$ cat config.mk
export PLATFORM = sky130hd
export DESIGN_NAME = right_rotator_seq
export DESIGN_NICKNAME = d
export VERILOG_FILES = /design/src/rtl/right_rotator_seq.sv
export SDC_FILE = /design/constraint.sdc
export NUM_CORES = 1
export LEC_CHECK = 0
export CAP_MARGIN = 0
export CELL_PAD_IN_SITES_DETAIL_PLACEMENT = 1
export CELL_PAD_IN_SITES_GLOBAL_PLACEMENT = 2
export CORE_MARGIN = 1
export CORE_UTILIZATION = 32
export CTS_CLUSTER_SIZE = 10
export DETAILED_ROUTE_END_ITERATION = 8
export PLACE_DENSITY_LB_ADDON = 0.12
export SLEW_MARGIN = 10
export SYNTH_ARGS = -nofsm -noshare
export SYNTH_HDL_FRONTEND = slang
export SYNTH_SLANG_ARGS = --single-unit
$ cat constraint.sdc
create_clock -name clk -period 2.5 [get_ports clk]
set_input_delay 0.5 -clock clk [delete_from_list [all_inputs] [get_ports clk]]
set_output_delay 0.5 -clock clk [all_outputs]
set_load 0.01 [all_outputs]
$ cat src/rtl/right_rotator_seq.sv
// Sequential right barrel rotator: one log2 stage per clock, LSB of the amount first.
// Valid/ready on both sides; the result stays held in y until downstream accepts it.
module right_rotator_seq #(
  parameter int N = 3
) (
  input  logic             clk,
  input  logic             rst_n,
  input  logic             in_valid,
  output logic             in_ready,
  input  logic [2**N-1:0]  a,
  input  logic [N-1:0]     amt,
  output logic             out_valid,
  input  logic             out_ready,
  output logic [2**N-1:0]  y,
  output logic             busy
);

  localparam int WIDTH = 2**N;
  localparam int CW    = (N > 1) ? $clog2(N) : 1;
  localparam logic [CW-1:0] LAST = CW'(N - 1);

  typedef enum logic [1:0] {IDLE, SHIFT, DONE} state_t;

  state_t           state_q;
  logic [CW-1:0]    cnt_q;
  logic [WIDTH-1:0] data_q;
  logic [N-1:0]     amt_q;
  logic [WIDTH-1:0] y_q;
  logic             out_valid_q;
  logic             busy_q;

  logic [WIDTH-1:0] stage_rot [N];
  logic [WIDTH-1:0] data_d;

  genvar gi;
  generate
    for (gi = 0; gi < N; gi++) begin : g_stage
      localparam int SH = 2**gi;
      assign stage_rot[gi] = {data_q[SH-1:0], data_q[WIDTH-1:SH]};
    end
  endgenerate

  // Only the stage selected by the counter may rotate, and only if its amount bit is set.
  always_comb begin
    data_d = data_q;
    for (int i = 0; i < N; i++) begin
      if ((cnt_q == CW'(i)) && amt_q[i]) begin
        data_d = stage_rot[i];
      end
    end
  end

  always_ff @(posedge clk) begin
    if (!rst_n) begin
      state_q     <= IDLE;
      cnt_q       <= '0;
      data_q      <= '0;
      amt_q       <= '0;
      y_q         <= '0;
      out_valid_q <= 1'b0;
      busy_q      <= 1'b0;
    end else begin
      case (state_q)
        IDLE: begin
          if (in_valid) begin
            data_q  <= a;
            amt_q   <= amt;
            cnt_q   <= '0;
            busy_q  <= 1'b1;
            state_q <= SHIFT;
          end
        end
        SHIFT: begin
          data_q <= data_d;
          if (cnt_q == LAST) begin
            y_q         <= data_d;
            out_valid_q <= 1'b1;
            state_q     <= DONE;
          end else begin
            cnt_q <= cnt_q + 1'b1;
          end
        end
        DONE: begin
          if (out_ready) begin
            out_valid_q <= 1'b0;
            busy_q      <= 1'b0;
            state_q     <= IDLE;
          end
        end
        default: begin
          state_q <= IDLE;
        end
      endcase
    end
  end

  assign in_ready  = rst_n && (state_q == IDLE);
  assign out_valid = out_valid_q;
  assign y         = y_q;
  assign busy      = busy_q;

endmodule

==> impl_summary.txt <==
----------------------------------------------------
[Clock tree]
  H-tree Lvls ... 1
  CTS Hold Bufs ... 0
  Number of buffers created by CTS ... 3
  Setup Buffers After CTS ... 0
  Post-cts sizing count ... 0
  Maximum buffer depth of the clock tree ... 2
  Clock sink count ... 25
  Buffer type at the clock tree root ... clkbuf_8
  Clock transition time at the flip-flop clock pins of the worst setup and hold paths ... about 100 ps
  Worst-Skew Late Latency ... around 280 ps
  TritonCTS clock tree ... done

[Critical path]
  Slowest cell on the critical path ... clkdlybuf4s50_1
  Data arrival time at the worst-slack endpoint ... 1670 ps
  Startpoint types ... primary input
  Crit-path cells ... clkdlybuf4s50_1, nand2_1, nor2_1, clkdlybuf4s50_1
  Crit Path Class ... primary input to output pin
  Crit Path Max Fanout ... 2
  Crit-path max cell delay ... 540 ps
  Register-to-Register Path Depth ... 6
  Most frequent cell on the critical path ... clkdlybuf4s50_1
  Worst EP required ... 2000 ps
  CP Capture Type ... output pin

[Placement]
  DP HPWL ... slightly above 3000 um
  Number of input and output port buffers inserted ... 25
  Final RePlAce weighted congestion ... ~0.84

[STA]
  Tcrit/Tclk final ... about 87%
  Setup violators final ... 0
  Min cycle time layout ... ~2200 ps
  Final clock skew ... 7.82 ps
  Max Clk Rate ... around 0.46 GHz
  Hold Fails Final Rpt ... 0
  Pin slew with the least headroom to its limit ... 502 ps
  Slew margin rel. ... between 60% and 70%
  Max Transition Viols Final ... 0
  Setup TNS ... 0 ps
  Unrepaired setup endpoints after global routing ... no

[Global route]
  Pin count of the biggest net entering global routing ... 22
  Wire length of the first global-routing pass ... about 6300 um
  Total overflow reported by the global router ... 0
  All-Layer GR Usage ... 19.0%
  Number of global-route vias before repair ... approximately 1300
  Antenna violations before repair ... 0

[Detailed routing]
  Number of antenna-violating nets in the routed design ... 0
  Remaining routing DRC violations ... 0
  Iteration count of the initial detailed-routing pass ... 4
  Routed WL ... 4080 um
  Detailed-route vias per instance ... between 5 and 6
  DRT iter0 DRCs ... around 80
  Average detailed-routed wire length per instance ... between 15 and 20 um
  Routed vias ... 1361

[Hold path]
  Path category of the worst min-delay check ... flop to flop
  Hold path cells ... 1

[Yosys]
  Net count after synthesis ... between 150 and 200
  Area of the mapped netlist ... 1380 sq um
  Sequential cell area fraction in the yosys report ... a little over a third
  Post-synth cell types ... 34
  YS warnings ... 0
  Area share of the largest cell type after synthesis ... between 30% and 40%
  Seq cells post-synth ... 25
  Primary flip-flop cell chosen by synthesis mapping ... dfxtp_1
  Cell types occupying the most area after synthesis ... dfxtp_1, a22o_1, o21ai_0
  Post-synthesis cell type with the largest combined area ... dfxtp_1
  Count of flip-flops with a built-in enable after synthesis ... 0
  Proportion of register bits with asynchronous set or reset after synthesis ... 0%
  Post-Syn Area per Cell ... 8.06 sq um
  Synth Instances ... approximately 170

[Job]
  Max-cap violations ... 0

[Cells and area]
  Commonest non-fill, non-tap cells in the layout ... dfxtp_1, clkdlybuf4s50_1, nand2_1
  Diodes inserted ... 0
  Fraction of layout cells with a size suffix above 1 ... just over 6%
  Area occupied by registers ... 500 sq um
  Layout Nets ... between 200 and 250
  Fill count ... between 400 and 500
  Layout overhead on the synthesized area ... 25.1%
  Multi-input logic area ... around 800 sq um

[Floorplanning]
  Die area ... 4580 sq um
  Num rows ... 23
  Area inside the core boundary ... 4060 sq um
  Num ports ... 26
  Initial core utilization ... between 30 and 40%
  Chip width ... 67.6 um
  Die height ... 67.6 um

[Power and ir drop]
  Worst vdd ir ... 0.211 mV
  Leakage dissipation ... 0.000638 uW
  Post-layout total power ... between 800 and 900 uW
  P per Cell Area ... roughly 500 nW/um^2

[Status]
  Run status ... finished clean

----------------------------------------------------
==> power by group <==
part / internal (uW) / switching, uW
sequential: 418 / 28.8
combinational: 79.5 / 81.1
clock: 113 / 141
==> area by class of cell <==
cell class | instances | area share (%)
clock inverter | 1 | 0.435
timing repair buffer | 30 | 16.7
tap | 50 | 3.63
sequential | 25 | 29.0
multi-input combinational | 132 | 46.8
clock buffer | 3 | 2.39
inverter | 5 | 1.09
==> cells in the mapped netlist, drive strengths merged, types with 3 or more instances <==
master	instances
a21oi	13
a21boi	5
a22o	13
clkbuf	3
nor2	13
ha	3
nor3	9
nor2b	10
buf	6
inv	5
a311oi	5
dfxtp	25
nand3	6
o21ai	15
nand2	19
==> metal layers <==
metal  share of wire, %  wire, um  up-vias  GRT usage (%)
met5                  0         0        -              0
met4                1.9        76        0           7.18
met3                2.4        98        7           2.53
met2                 49      1980       23           32.7
met1                 47      1920      656           23.8
li1                   -         -      675              -
==> logic make-up after synthesis <==
family,after synthesis,synth area share (%)
compound gates,63,31.9
simple gates,63,21.6
flops,25,36.3
buf+inv,14,5.17
mux,3,2.27
fa+ha+maj,3,2.72
==> path summary, 6_finish.rpt <==
kind                 start        end  slack, ps
hold reg to reg       y[7]       y[7]        490
setup reg to reg  cnt_q[0]  data_q[4]        470
setup / recovery     rst_n   in_ready        330
hold / removal        y[7]       y[7]        490
==> registers in the layout, indices dropped and copies added (netlist names) <==
name       flops
data_q         8
y              8
amt_q          3
cnt_q          2
state_q        2
busy           1
out_valid      1
==> metrics by stage <==
| step | instance area [sq um] | util (%) | setup WS, ps | cells | hold slack, ps |
|---|---|---|---|---|---|
| after floorplan | 1380 | - | 771 | 171 | 466 |
| after global placement | 1680 | 41.3 | 313 | 242 | 451 |
| after detailed placement | 1680 | 41.3 | 330 | 242 | 467 |
| after CTS | 1730 | 42.5 | 315 | 246 | 486 |
| after global routing | 1730 | 42.5 | 274 | 246 | 503 |
| final | 1730 | 42.5 | 325 | 246 | 486 |
==> critical path: cells and delay by family <==
kind / cells / cell delay (ps)
buffers and inverters: 2 / 1010
AND/OR/NAND/NOR: 2 / 160
No activity file was read; power rests on OpenSTA's default activity.
